### src/rtl/if_stage.sv
// ---------------------------------------------------------------------------
// if_stage -- instruction-fetch stage of the 16-bit pipelined processor.
//
// Owns the fetch PC, the next-PC selection and the IF/ID pipeline register.
// The instruction memory is read combinationally at imem_addr (= pcF). The
// word returned in the same cycle is captured into IF/ID, so an instruction
// shows up on instrD one cycle after its address was on pcF.
//
// Ports:
//   clk, rst          rising-edge clock, synchronous active-high reset
//   pcstall           hold the PC (load-use or branch-flush window)
//   IF_IDstall        hold the IF/ID register
//   flushIF_ID        load a bubble (NOP_INSTR, validD=0) into IF/ID
//   PCSrc, branch_target  taken-branch redirect and destination
//   jump, jump_target     jump redirect from decode and destination
//   imem_addr         instruction-memory address (same value as pcF)
//   imem_rdata        instruction word, valid in the same cycle
//   pcF               current fetch PC
//   instrD            registered instruction to decode
//   pcplusD           registered pcF + PC_STEP
//   validD            IF/ID holds a real instruction
//
// Optional build macro IF_PERF_CNT_EN adds three saturating counters:
//   stall_cycles      cycles with pcstall=1 and no redirect
//   bubble_cycles     cycles in which IF/ID loads a flush bubble
//   redirect_cnt      cycles with PCSrc or jump
// All three clear on rst.
// ---------------------------------------------------------------------------
module if_stage #(
    parameter int unsigned                ADDR_WIDTH  = 16,
    parameter int unsigned                INSTR_WIDTH = 16,
    parameter int unsigned                PC_STEP     = 1,
    parameter logic [ADDR_WIDTH-1:0]      RESET_PC    = '0,
    parameter logic [INSTR_WIDTH-1:0]     NOP_INSTR   = '0
) (
    input  logic                   clk,
    input  logic                   rst,
    input  logic                   pcstall,
    input  logic                   IF_IDstall,
    input  logic                   flushIF_ID,
    input  logic                   PCSrc,
    input  logic [ADDR_WIDTH-1:0]  branch_target,
    input  logic                   jump,
    input  logic [ADDR_WIDTH-1:0]  jump_target,
    output logic [ADDR_WIDTH-1:0]  imem_addr,
    input  logic [INSTR_WIDTH-1:0] imem_rdata,
    output logic [ADDR_WIDTH-1:0]  pcF,
    output logic [INSTR_WIDTH-1:0] instrD,
    output logic [ADDR_WIDTH-1:0]  pcplusD,
    output logic                   validD
`ifdef IF_PERF_CNT_EN
    ,
    output logic [ADDR_WIDTH-1:0]  stall_cycles,
    output logic [ADDR_WIDTH-1:0]  bubble_cycles,
    output logic [ADDR_WIDTH-1:0]  redirect_cnt
`endif
);

    localparam logic [ADDR_WIDTH-1:0] LP_STEP = ADDR_WIDTH'(PC_STEP);

    logic [ADDR_WIDTH-1:0]  r_pc;
    logic [INSTR_WIDTH-1:0] r_instr;
    logic [ADDR_WIDTH-1:0]  r_pcplus;
    logic                   r_valid;

    logic [ADDR_WIDTH-1:0]  w_pc_plus;
    logic [ADDR_WIDTH-1:0]  w_pc_next;
    logic                   w_redirect;

    // Modulo-2^ADDR_WIDTH increment; the wrap past all-ones is intentional.
    assign w_pc_plus  = r_pc + LP_STEP;
    assign w_redirect = PCSrc | jump;

    // Redirects sit above pcstall: the hazard controller raises pcstall in
    // the same cycle as a taken branch and the target must still be loaded.
    // A branch beats a simultaneous jump.
    always_comb begin
        w_pc_next = w_pc_plus;
        if (PCSrc)
            w_pc_next = branch_target;
        else if (jump)
            w_pc_next = jump_target;
        else if (pcstall)
            w_pc_next = r_pc;
    end

    always_ff @(posedge clk) begin
        if (rst)
            r_pc <= RESET_PC;
        else
            r_pc <= w_pc_next;
    end

    // IF/ID register. Flush beats stall so that a flush arriving during a
    // stall window still turns the slot into a bubble. pcstall also freezes
    // IF/ID, otherwise the same fetched word would be captured twice.
    always_ff @(posedge clk) begin
        if (rst || flushIF_ID) begin
            r_instr  <= NOP_INSTR;
            r_pcplus <= '0;
            r_valid  <= 1'b0;
        end else if (IF_IDstall || pcstall) begin
            r_instr  <= r_instr;
            r_pcplus <= r_pcplus;
            r_valid  <= r_valid;
        end else begin
            r_instr  <= imem_rdata;
            r_pcplus <= w_pc_plus;
            r_valid  <= 1'b1;
        end
    end

    assign imem_addr = r_pc;
    assign pcF       = r_pc;
    assign instrD    = r_instr;
    assign pcplusD   = r_pcplus;
    assign validD    = r_valid;

`ifdef IF_PERF_CNT_EN
    logic [ADDR_WIDTH-1:0] r_stall_cnt;
    logic [ADDR_WIDTH-1:0] r_bubble_cnt;
    logic [ADDR_WIDTH-1:0] r_redir_cnt;

    // Each counter sticks at all-ones instead of wrapping.
    always_ff @(posedge clk) begin
        if (rst) begin
            r_stall_cnt  <= '0;
            r_bubble_cnt <= '0;
            r_redir_cnt  <= '0;
        end else begin
            if (pcstall && !w_redirect && (r_stall_cnt != '1))
                r_stall_cnt <= r_stall_cnt + 1'b1;
            if (flushIF_ID && (r_bubble_cnt != '1))
                r_bubble_cnt <= r_bubble_cnt + 1'b1;
            if (w_redirect && (r_redir_cnt != '1))
                r_redir_cnt <= r_redir_cnt + 1'b1;
        end
    end

    assign stall_cycles  = r_stall_cnt;
    assign bubble_cycles = r_bubble_cnt;
    assign redirect_cnt  = r_redir_cnt;
`endif

endmodule

### config.mk
export PLATFORM = sky130hd
export DESIGN_NAME = if_stage
export DESIGN_NICKNAME = d
export VERILOG_FILES = /design/src/rtl/if_stage.sv
export SDC_FILE = /design/constraint.sdc
export NUM_CORES = 1
export LEC_CHECK = 0
export ABC_CLOCK_PERIOD_IN_PS = 2170
export CORE_MARGIN = 5
export CORE_UTILIZATION = 42
export DETAILED_ROUTE_END_ITERATION = 8
export PLACE_DENSITY = 0.81
export SLEW_MARGIN = 0
export SYNTH_ARGS = -nofsm -noshare
export SYNTH_HDL_FRONTEND = slang
export SYNTH_SLANG_ARGS = --single-unit
### constraint.sdc
create_clock -name clk -period 2.17 [get_ports clk]
set_input_delay 0.434 -clock clk [delete_from_list [all_inputs] [get_ports clk]]
set_output_delay 0.434 -clock clk [all_outputs]
set_load 0.005 [all_outputs]
### Word-level counts from Yosys, hierarchy flattened

Cells that the tools add are included.

* register bits after elaboration: 49
* bits of input ports: 55
* output and inout port bits: 65
* logic and storage cells: 11

* add/subtract/negate cells: 1
* equality and inequality tests: 1
* multiplexer cells: 3
* reductions and logical operators: 2

Operators by type and width (count)
* $mux 16: 3
* $add 16x1->16 const B: 1
* $ne 3x1->1 const B: 1
* $logic_or 1x1->1: 2

### Logic depth before layout (Yosys ltp)

Gate-level depths: netlist of run 1.

* word-level depth: 4
* mapped depth: 6
* gate-level depth less buffers: 5

### Least setup slack after synthesis of run 1

Ideal clock, no wire load.

* path kind: register to register
* start point: reg r_pc[0] (netlist: imem_addr[0])
* end point: reg r_pc[14] (netlist: imem_addr[14])
* setup time: 0.095 ns
* arrival: 1.666 ns
* required time: 2.075 ns
* slack: 0.409 ns
* stages on the path, launching flop included: 7
* buffers on the path: 1
* period minus slack after synthesis: 1.761 ns
* path through: dfxtp_1 > ha_1 > clkbuf_1 > nand2_1 > nor4_2 > o21ai_1 > a221oi_1

* cells in the longest elaborated chain, start to end: 4

RTL lines
* start, declared: RTL line 61 `logic [ADDR_WIDTH-1:0] r_pc;`
* start signal, assigned: RTL line 91 `r_pc <= w_pc_next;`
* $add 16x1->16: RTL line 71 `assign w_pc_plus = r_pc + LP_STEP;`
* $mux 16: RTL line 83 `else if (pcstall)`
* $mux 16: RTL line 81 `else if (jump)`
* $mux 16: RTL line 79 `if (PCSrc)`

Every way passes these cells. The select of a mux whose other input is x is not followed.
A chain may end at the register's enable or synchronous reset.

### Worst setup path after layout of run 1

* start point: reg r_pc[0] (netlist: imem_addr[0])
* end point: out imem_addr[0]

RTL lines
* end, declared: RTL line 45 `output logic [ADDR_WIDTH-1:0] imem_addr,`

No word-level cell between the ends.

==> impl_results.md, run 1 <==
- Status: completed
- CTS tree: yes
- Buffers on Ports: 119
- Post-Syn Nets: 378
- Final Non-Filler Cells: 507
- CP Launch Type: flop
- Register Area: 981 µm²
- Number of global-route vias before repair: 2692
- Pwr Density: 536 mW/mm²
- Hold depth: 2
- Nets@finish: 487
- Reg clk slew, reported paths: 0.09 ns
- H-tree depth: 2
- RePlAce Congestion: 0.890
- Nature of the critical path endpoint: output port
- Design Power: 2140 µW
- Initial antenna violation count: 0
- Vias per std cell: 5.59
- Synth Instances: 322
- CP Max Fanout: 5
- Tmin final: 1.88 ns
- Slew HR: 0.685
- Number of buffers added for setup after CTS: 0
- Syn Std Cell Area: 0.00263 mm²
- Final Cycle Share: 0.866
- Synth Flop Type: dfxtp_1
- Maximum VDD drop: 335 µV
- Number of synthesized flops with an enable pin: 0
- Multi-input logic area: 0.00139 mm²
- Routed wire length: 8510 µm
- Starting Density: 0.438
- Core area: 0.00599 mm²
- # hold bufs at CTS: 0
- Chip height: 89.1 µm
- Overall routing resource usage: 0.217
- Max cap viols: 0
- Hold_ws: 0.460 ns
- Hold crit path type: reg2reg
- Syn Area/Cell: 8.16 µm²
- Drt first pass iters: 5
- Seq/Total Area, Yosys: 0.374
- First-pass GRT wire length: 13600 µm
- Post-CTS sizing: 0
- Largest buffer count on any clock path: 2
- Fillers: 493
- Ant. Diodes: 0
- Layout cells sized above 1: 0.106
- Worst R2R Path Depth: 4
- Worst slew pin tran: 0.473 ns
- Detailed Route Iter0 Violations: 242
- Critical Path RT: 1.74 ns
- Pin count of the biggest net entering global routing: 46
- Routed Antenna Nets: 0
- Lkg Pwr: 0.00143 µW
- Total grt overflow: 0
- CTS Buf Count: 5
- CP arrival: 1.45 ns
- CTS Sinks: 49
- Post-DP HPWL: 6540 µm
- Yosys reg bits: 49
- Placed insts: 499
- Num ports: 120
- WS Path Type: reg2out
- DRC viols: 0
- Final Slew Violations: 0
- Final count of hold timing violations: 0
- Yosys cell types: 48
- Fmax: 532 MHz
- Row cnt: 28
- Clock Skew: 0.00643 ns
- Vias post-DR: 2832
- YS warnings: 0
- Clk_lat worst skew: 0.31 ns
- Drt wl/cell: 16.8 µm
- RSZ-0062 raised after global routing: false
- Setup_tns: 0 ns
- # setup viols final: 0
- Die Wd: 89.1 µm
- Ys async rst share: 0
- Root buf cell: clkbuf_8
- Die Area: 0.00793 mm²
- Setup slack at placement: 0.0942 ns
- Synth-to-layout area growth: 51.8%
- Worst Slack Setup Final: 0.290 ns
-- metal layers --
layer	GRT usage	wire, µm
met4	0.0677	148
met3	0.0286	642
met1	0.299	3580
met2	0.354	4140
met5	0	0
-- synth_stat cells, types with 2 or more instances --
cell | instances | area [µm²]
nand2_1 | 50 | 188
nand4_1 | 5 | 31.3
dfxtp_1 | 49 | 981
a211oi_1 | 10 | 75.1
nor2_1 | 25 | 93.8
a2111oi_0 | 2 | 17.5
buf_4 | 16 | 120
a22oi_1 | 2 | 15.0
buf_2 | 5 | 25.0
xor2_1 | 4 | 35.0
xnor2_1 | 12 | 105
nor2b_1 | 2 | 12.5
nand3_2 | 2 | 20.0
nor4_2 | 5 | 62.6
nor4_4 | 2 | 42.5
nor3_1 | 5 | 25.0
inv_1 | 8 | 30.0
mux2i_1 | 6 | 60.1
and2_1 | 2 | 12.5
nand2b_1 | 2 | 12.5
o22ai_1 | 6 | 37.5
o21ai_0 | 12 | 60.1
o211ai_1 | 2 | 15.0
a221o_1 | 4 | 40.0
a21oi_1 | 31 | 155
nand3_1 | 7 | 35.0
clkbuf_1 | 17 | 63.8
a211oi_2 | 2 | 25.0
o211a_1 | 3 | 30.0
o31ai_1 | 2 | 15.0
or2_2 | 2 | 12.5
a221oi_1 | 4 | 35.0
-- worst max-delay path: stages, from the launching register on --
cell             delay (ns)
dfxtp_1                0.44
buf_4                  0.18
clkdlybuf4s50_1        0.52
-- power breakdown --
part	total [µW]	internal, µW	switching, µW
logic	491	286	204
registers	982	938	43.8
clock network	664	346	318
total	2140	1570	566
-- layout by cell type (no fill, tap or decap), types with 3 or more instances in the layout --
| cell type | instances |
|---|---|
| clkdlybuf4s50_1 | 119 |
| a211oi_1 | 10 |
| a221o_1 | 4 |
| dfxtp_1 | 49 |
| nand3_1 | 7 |
| nand2_1 | 50 |
| inv_1 | 8 |
| a221oi_1 | 4 |
| o211a_1 | 3 |
| nor3_1 | 5 |
| xnor2_1 | 12 |
| clkbuf_8 | 5 |
| nor2_1 | 24 |
| o22ai_1 | 6 |
| a21oi_1 | 31 |
| o21ai_0 | 12 |
| nor4_2 | 5 |
| nand4_1 | 5 |
| buf_4 | 22 |
| mux2i_1 | 6 |
| xor2_1 | 4 |
-- stage by stage --
| stage | area, µm² | util |
|---|---|---|
| after floorplan | 2630 | - |
| after global placement | 3870 | 0.647 |
| after detailed placement | 3870 | 0.647 |
| after CTS | 3990 | 0.666 |
| after global routing | 3990 | 0.666 |
| final | 3990 | 0.666 |
-- state kept, by name (all words and copies together), names as in the netlist --
signal     flops
validD         1
imem_addr     16
instrD        16
pcplusD       16
-- worst paths after layout --
kind | slack (ns) | to | start
setup / recovery | 0.29 | imem_addr[0] | imem_addr[0]
setup reg to reg | 0.30 | imem_addr[15] | imem_addr[4]
hold reg to reg | 0.46 | instrD[13] | instrD[13]
hold / removal | 0.46 | instrD[13] | instrD[13]
-- kinds of logic (layout without fill, tap and decap cells) --
family                   count (synthesis)  in the layout  synth area share
flip-flops                              49             49             0.374
buffers and inverters                   48            158            0.0967
adder cells (fa/ha/maj)                  1              1           0.00476
multiplexers                             7              7            0.0272
AO/OA/AOI/OAI                           85             85             0.214
XOR/XNOR                                16             16            0.0534
AND/OR/NAND/NOR                        116            116             0.231
-- cell type report --
type / instances / area share
Timing Repair Buffer: 142 / 0.345
Clock buffer: 5 / 0.0173
Multi-Input combinational cell: 225 / 0.350
Inverter: 8 / 0.00753
Clock inverter: 3 / 0.0110
Sequential cell: 49 / 0.246
Tap cell: 75 / 0.0235
(Power assumes the default switching activity.)
==> run 2, diff against run 1 <==
Settings changed: CELL_PAD_IN_SITES_DETAIL_PLACEMENT from default to 1, CELL_PAD_IN_SITES_GLOBAL_PLACEMENT from default to 2, CORE_UTILIZATION 42 to 22, PLACE_DENSITY 0.81 to 0.79.
==> impl_results.md, run 2 (synthesis gave the netlist of run 1 again) <==
- Status: completed (unchanged)
- Fmax: 528 MHz (was 532 MHz)
- Chip height: 119 µm (was 89.1 µm)
- Layout cells sized above 1: 0.116 (was 0.106)
- Vias per std cell: 4.76 (was 5.59)
- Die Area: 0.0142 mm² (was 0.00793 mm²)
- Post-CTS sizing: 0 (unchanged)
- Worst path bufs/invs: 0 (was 2)
- Largest stage delay on the critical path: 0.50 ns (was 0.52 ns)
- Pwr Density: 549 mW/mm² (was 536 mW/mm²)
- Commonest non-fill, non-tap cell in the layout: clkdlybuf4s50_1 (unchanged)
- CP Max Fanout: 7 (was 5)
- Worst slew pin tran: 0.508 ns (was 0.473 ns)
- CP arrival: 2.09 ns (was 1.45 ns)
- Final instance area: 0.00415 mm² (was 0.00399 mm²)
- # setup viols final: 0 (unchanged)
- Num ports: 120 (unchanged)
- Nature of the critical path endpoint: flop (was output port)
- # hold bufs at CTS: 0 (unchanged)
- RePlAce Congestion: 0.844 (was 0.890)
- Clock Skew: 0.00484 ns (was 0.00643 ns)
- Pin count of the biggest net entering global routing: 34 (was 46)
- Total grt overflow: 0 (unchanged)
- Lkg Pwr: 0.00147 µW (was 0.00143 µW)
- Critical Path RT: 2.37 ns (was 1.74 ns)
- Routed wire length: 9960 µm (was 8510 µm)
- Hold crit path type: reg2reg (unchanged)
- Post-DP HPWL: 7850 µm (was 6540 µm)
- Root buf cell: clkbuf_16 (was clkbuf_8)
- CP Launch Type: flop (unchanged)
- Family with the most delay on the worst path: simple AND/OR/NAND/NOR gates (was buffers and inverters)
- Synth-to-layout area growth: 58.1% (was 51.8%)
- Final count of hold timing violations: 0 (unchanged)
- RSZ-0062 raised after global routing: false (unchanged)
- Nets@finish: 493 (was 487)
- CTS tree: yes (unchanged)
- Most frequent cells in the layout: clkdlybuf4s50_1 (119), nand2_1 (50), dfxtp_1 (49) (unchanged)
- Ant. Diodes: 0 (unchanged)
- CTS Buf Count: 5 (unchanged)
- DP Area: 0.00401 mm² (was 0.00387 mm²)
- Vias post-DR: 2784 (was 2832)
- WS Path Type: reg2reg (was reg2out)
- Final Slew Violations: 0 (unchanged)
- Overall routing resource usage: 0.140 (was 0.217)
- Starting Density: 0.221 (was 0.438)
- CP Cell Sequence: ha_1, nand2_1, nor4_2, o21ai_1, a221oi_1 (was buf_4, clkdlybuf4s50_1)
- Maximum VDD drop: 383 µV (was 335 µV)
- Core area: 0.0119 mm² (was 0.00599 mm²)
- Slew HR: 0.660 (was 0.685)
- Max cap viols: 0 (unchanged)
- Buffers on Ports: 119 (unchanged)
- H-tree depth: 2 (unchanged)
- First-pass GRT wire length: 16000 µm (was 13600 µm)
- Detailed Route Iter0 Violations: 137 (was 242)
- Largest buffer count on any clock path: 2 (unchanged)
- Final Cycle Share: 0.873 (was 0.866)
- Critical-path top delay cell: dfxtp_1 (was clkdlybuf4s50_1)
- Util after Layout: 0.350 (was 0.666)
- Reg clk slew, reported paths: 0.07 ns (was 0.09 ns)
- Initial antenna violation count: 0 (unchanged)
- Die Wd: 119 µm (was 89.1 µm)
- Clk_lat worst skew: 0.29 ns (was 0.31 ns)
- Tmin final: 1.89 ns (was 1.88 ns)
- Routed Antenna Nets: 0 (unchanged)
- Number of buffers added for setup after CTS: 0 (unchanged)
- Drt first pass iters: 4 (was 5)
- Row cnt: 40 (was 28)
- Drt wl/cell: 17.0 µm (was 16.8 µm)
- DRC viols: 0 (unchanged)
- Number of global-route vias before repair: 2961 (was 2692)
- CTS Sinks: 49 (unchanged)
==> run 2: cell count changes in the layout (fill, tap and decap cells not counted), sizes merged <==
cell	before	now
buf	23	29
bufinv	1	0
clkbuf	5	6
==> run 2: layer usage <==
metal | routed length, µm | track usage
met5 | 0 | 0
met4 | 134 | 0.0391
met3 | 534 | 0.0304
met2 | 4950 | 0.244
met1 | 4340 | 0.175
==> run 2: final timing paths <==
kind	from	end	slack, ns	cells past startpoint
worst max-delay path	imem_addr[1]	imem_addr[14]	0.28	5
worst max register to register	imem_addr[1]	imem_addr[14]	0.28	5
worst min-delay path	instrD[9]	instrD[9]	0.45	2
worst min register to register	instrD[9]	instrD[9]	0.45	2
==> run 2: cell type report <==
class,instances,area (µm²)
Fill cell,1386,7710
Timing Repair Buffer,148,1420
Multi-Input combinational cell,225,1390
Sequential cell,49,981
Tap cell,147,184
Clock buffer,6,129
Inverter,8,30.0
Clock inverter,2,13.8
==> run 2: report_power, final <==
group	switching (µW)	leakage [µW]	internal (µW)
Combinational	218	0.000999	295
Sequential	39.3	0.000401	938
Clock	356	0.0000712	431
==> run 2: metrics by stage <==
step	setup TNS (ns)	hold WS [ns]	cells	worst slack [ns]	power [µW]
after global routing	0	0.474	585	0.158	2390
after global placement	0	0.443	577	0.0690	1510
after CTS	0	0.461	585	0.271	2330
after detailed placement	-0.00319	0.450	577	-0.00319	1520
after floorplan	0	0.453	322	0.409	1210
final	0	0.455	585	0.275	2280
==> run 2: tightest hold or removal path: cells and delay by family (launching register included) <==
family,cells,cell delay (ns)
flip-flops,1,0.31
AND/OR/NAND/NOR,1,0.05
AO/OA/AOI/OAI,1,0.05
==> patch 1 (flow settings as in run 2) <==
Add an input register stage for `jump_target`, with the module's reset; this delays it by one clock. The other inputs are not delayed to match.
--- a/src/rtl/if_stage.sv
+++ b/src/rtl/if_stage.sv
@@ -59,4 +59,14 @@
     localparam logic [ADDR_WIDTH-1:0] LP_STEP = ADDR_WIDTH'(PC_STEP);
 
+    logic [ADDR_WIDTH-1:0] jump_target_q;
+
+    always_ff @(posedge clk) begin
+        if (rst) begin
+            jump_target_q <= '0;
+        end else begin
+            jump_target_q <= jump_target;
+        end
+    end
+
     logic [ADDR_WIDTH-1:0]  r_pc;
     logic [INSTR_WIDTH-1:0] r_instr;
@@ -80,5 +90,5 @@
             w_pc_next = branch_target;
         else if (jump)
-            w_pc_next = jump_target;
+            w_pc_next = jump_target_q;
         else if (pcstall)
             w_pc_next = r_pc;
Function: changed (Yosys sat finds a counterexample within 4 cycles, from zero or initial values and one cycle with rst high).
==> patch 1 against run 2 <==
- routed wire length grew 0.48%
- count of clock-buffer cells in the layout up 8
- sequential cell count increased by 16
- design area up 13%
- worst setup slack got worse by 0.016 ns
- power increased by 44%
- combinational power down 7.0%
- area after synthesis rose by 16%
==> patch 1: results (changes against run 2) <==
| Metric | Value |
|---|---|
| Cell family with most CP delay | buffers and inverters |
| Drt initial violations | 85 (-38%) |
| Worst hold margin | 0.453 ns (-0.00147 ns) |
| Status | completed |
| Xor-xnor portion of the synthesized cell area | 3.73% (-1.6 points) |
| Pin count of the biggest net entering global routing | 35 (+2.9%) |
| Total CTS buffers | 9 (+4) |
| P per Cell Area | 699 nW/µm² (+27%) |
| Worst setup startpoint | imem_addr[7] |
| Vias | 2883 (+3.6%) |
| Global-route wire length before repair | 16100 µm (+0.56%) |
| GRT Total Usage | 12.5% (-1.5 points) |
| CP Capture Point | pcF[7] |
| Post-synthesis sequential area ratio | 42.6% (+5.3 points) |
| Total wire length | 10000 µm (+0.48%) |
| H-tree depth | 3 (+1) |
| Combinational Power Share | 14.6% (-7.9 points) |
| Clock Skew | 0.00596 ns (+0.00112 ns) |
| Crit Reg-Reg Startpoint | imem_addr[3] |
| Internal | 2.51 mW (+51%) |
| Synth top cells by count | dfxtp_1 (65), nand2_1 (51), a21oi_1 (34) |
| Dpl ws | 0.139 ns (+0.142 ns) |
| Detailed placer's ending HPWL | 7850 µm (about the same) |
| Top post-synthesis cells by area | dfxtp_1 (43%), nand2_1 (6.3%), a21oi_1 (5.6%) |
| Share of layout cells above drive strength 1 | 9.49% (-2.2 points) |
| Leak | 1.67 nW (+14%) |
| Worst skew pair latency | 0.34 ns (+0.05 ns) |
| Final worst path period need | 1.91 ns (+0.0161 ns) |
| Clk sinks | 65 (+33%) |
| Compound-cell area share of the yosys netlist | 18.9% (-2.5 points) |
| Distinct cell type count after synthesis | 56 (+17%) |
| Routed wl met2 | 4550 µm (-8.0%) |
| Slew margin rel. | 64.8% (-1.2 points) |
| Worst Reg2Reg Path Length in Cells | 4 (-1) |
| Total cell area at the placement stage | 4380 µm² (+9.2%) |
| Slowest stage cell, crit path | clkdlybuf4s50_1 |
| P_clk | 1.50 mW (+91%) |
| Mux cell area share after synthesis | 2.01% (-0.71 points) |
| Placed insts | 638 (+11%) |
| Final Instance Count excl. Fillers | 654 (+12%) |
| Synth Area in Adders | 0.410% (-0.066 points) |
[patch 1: changes by cell type after synthesis, moves of 3 or more]
cell     change
a21oi_1      +3
o211a_1      -3
xnor2_1      -7
dfxtp_1     +16
xor2_1       +4
nor2b_1     +18
nor4_2       -4
o22ai_1      -3
[patch 1: cell type report]
cell class                      count  area, µm²
Clock inverter                      2       35.0
Multi-Input combinational cell    248       1490
Timing Repair Buffer              136       1330
Clock buffer                       14        274
Sequential cell                    65       1300
Inverter                            9       33.8
Tap cell                          180        225
Fill cell                        1626       9030
[patch 1: routing by layer]
layer	up-vias	track usage [%]
met4	0	4.74
li1	1475	-
met2	87	20.0
met1	1306	15.5
met3	15	4.29
met5	-	0
[patch 1: kinds of logic after synthesis]
kind of cell | Yosys count
xor+xnor | 13
simple gates | 139
buf+inv | 51
mux | 6
compound gates | 89
fa+ha+maj | 1
flops | 65
==> patch 2 (flow settings as in run 2) <==
Made on the original files. Change the parameter `INSTR_WIDTH` from 16 to 32.
--- a/src/rtl/if_stage.sv
+++ b/src/rtl/if_stage.sv
@@ -29,5 +29,5 @@
 module if_stage #(
     parameter int unsigned                ADDR_WIDTH  = 16,
-    parameter int unsigned                INSTR_WIDTH = 16,
+    parameter int unsigned                INSTR_WIDTH = 32,
     parameter int unsigned                PC_STEP     = 1,
     parameter logic [ADDR_WIDTH-1:0]      RESET_PC    = '0,
Ports: changed (resized imem_rdata and instrD); port bits go from 120 to 152. The function was not compared with the original's and may differ.
==> patch 2 against run 2 <==
- count of clock-buffer cells in the layout grew 6
- design area grew 26%
- power is 52% higher
- synthesized cell count is 21% higher
- maximum frequency is 0.80% lower
- non-clock buffer count is 30 higher
- sequential cell count grew 16
- clock skew decreased by 0.00096 ns
- area after synthesis rose by 21%
- worst setup slack worse by 0.015 ns
- critical path depth shrank 4
- routed wire length up 19%
- cell count increased by 24%
- critical path type is now flip-flop to output port
- critical endpoint is now imem_addr[8]
- highest routed layer unchanged
==> patch 2: results (changes against run 2) <==
| Metric | Value |
|---|---|
| Total CTS buffers | 9 (+4) |
| Distinct cell type count after synthesis | 47 (-2.1%) |
| Syn-to-layout area delta | 64.7% |
| Antenna violations before repair | 0 (unchanged) |
| Syn nets | 462 (+22%) |
| Pre-Repair DR Iteration Count | 4 (unchanged) |
| Fillers | 1665 (+20%) |
| Met3 Track Usage GR | 3.23% (+0.19 points) |
| Crit-path max cell delay | 0.59 ns (+0.09 ns) |
| Pin count of the biggest net entering global routing | 43 (+26%) |
| Cell family with most CP delay | buffers and inverters |
| Post-synthesis sequential area ratio | 40.9% (+3.6 points) |
| Worst setup startpoint | imem_addr[8] |
| Global routing usage on met1 | 18.1% (+0.64 points) |
| Fin crit share | 88.0% (+0.70 points) |
| Vias in the first global route | 3452 (+17%) |
| Post-CTS Setup Inserts | 0 (unchanged) |
| Worst skew pair latency | 0.33 ns (+0.04 ns) |
| Clock Skew | 0.00387 ns (-0.000965 ns) |
| Slowest stage cell, crit path | clkdlybuf4s50_1 |
| Crit path DAT | 1.48 ns (-0.61 ns) |
| Placed insts | 708 (+23%) |
| Routed wire per std cell | 16.4 µm (-3.9%) |
| FF-to-FF setup slack | 0.32 ns (+0.04 ns) |
| Worst min-delay path class | flip-flop to flip-flop |
| Number of synthesis warnings | 0 (unchanged) |
| Mapped Avg Cell Area | 8.16 µm² (about the same) |
| Total cell area at the placement stage | 4910 µm² (+22%) |
| Status | completed |
| Met2 Use GR | 21.5% (-2.8 points) |
| Slew @ Worst Pin | 0.832 ns (+0.324 ns) |
| Critical Path Fanout Max | 8 (+1) |
| Post-synth top flop | dfxtp_1 |
| Maximum VDD drop | 0.000335 V (-12%) |
| H-tree depth | 3 (+1) |
| Share of layout cells above drive strength 1 | 11.5% (-0.16 points) |
| Dpl ws | 0.0527 ns (+0.0559 ns) |
| Worst reg2reg endpoint | imem_addr[15] |
| Routability cong. | 0.789 (-6.5%) |
| Port Buffers | 151 (+27%) |
| Leak | 1.85 nW (+26%) |
| Detailed placer's ending HPWL | 9310 µm (+19%) |
| Asr flop ratio synth | 0% (unchanged) |
| # resized after CTS | 0 (unchanged) |
| Synth top cells by count | nand2_1 (82), dfxtp_1 (65), a21oi_1 (47) |
| CTS Root Cell | clkbuf_16 |
| NumNets Final | 607 (+23%) |
| Drt initial violations | 159 (+16%) |
| GRT Total Usage | 13.7% (-0.33 points) |
| Max-Cap Viols | 0 (unchanged) |
| Vias | 3283 (+18%) |
| Top post-synthesis cells by area | dfxtp_1 (41%), nand2_1 (9.7%), a21oi_1 (7.4%) |
| Global-route wire length before repair | 18300 µm (+14%) |
| Vias per cell | 4.53 (-4.7%) |
| Switch share | 23.7% (-3.2 points) |
| ANT cells | 0 (unchanged) |
| CP Capture Point | imem_addr[8] |
| Clock buffer depth | 2 (unchanged) |
| Crit Reg-Reg Startpoint | imem_addr[0] |
## patch 2: changes by cell type after synthesis, moves of 3 or more
cell and delta:
or3_1 +3, nand2_1 +32, dfxtp_1 +16, a21oi_1 +16
## patch 2: worst min-delay path by stage
stage / startpoint / end / slack [ns] / cells after the start
2_1_floorplan: instrD[0] / instrD[0] / 0.45 / 2
3_3_place_gp: instrD[19] / instrD[19] / 0.44 / 2
3_5_place_dp: instrD[16] / instrD[16] / 0.45 / 2
4_1_cts: instrD[16] / instrD[16] / 0.46 / 2
5_1_grt: instrD[16] / instrD[16] / 0.48 / 2
6_report: instrD[16] / instrD[16] / 0.45 / 2
## patch 2: kinds of logic (layout without fill, tap and decap cells)
kind of cell             count (synthesis)  count (layout)  share of synthesized area, %
multiplexers                             6               6                          1.93
flip-flops                              65              65                          40.9
adder cells (fa/ha/maj)                  1               1                         0.393
AO/OA/AOI/OAI                           97              97                          19.3
XOR/XNOR                                17              17                          4.68
buffers and inverters                   51             201                          8.34
AND/OR/NAND/NOR                        153             153                          24.4
## patch 2: power by group through the flow
stage	sequential, mW	clock (mW)	combinational, mW
6_report	1.29	1.60	0.575
5_1_grt	1.30	1.69	0.625
4_1_cts	1.29	1.65	0.584
3_5_place_dp	1.32	0	0.580
3_3_place_gp	1.32	0	0.573
2_1_floorplan	1.32	0	0.232
## patch 2: cell type report
| type | count | area share (%) |
|---|---|---|
| repair buffers | 178 | 33.0 |
| well taps | 184 | 4.40 |
| flip-flops and latches | 65 | 24.8 |
| clock inverters | 4 | 1.43 |
| inverters | 7 | 0.502 |
| multi-input cells | 274 | 31.0 |
| clock buffers | 12 | 4.90 |
## patch 2: per-layer routing
metal / routed length, µm / part of all wire (%)
met5: 0 / 0
met4: 225 / 1.9
met3: 943 / 8.0
met2: 5230 / 44
met1: 5450 / 46
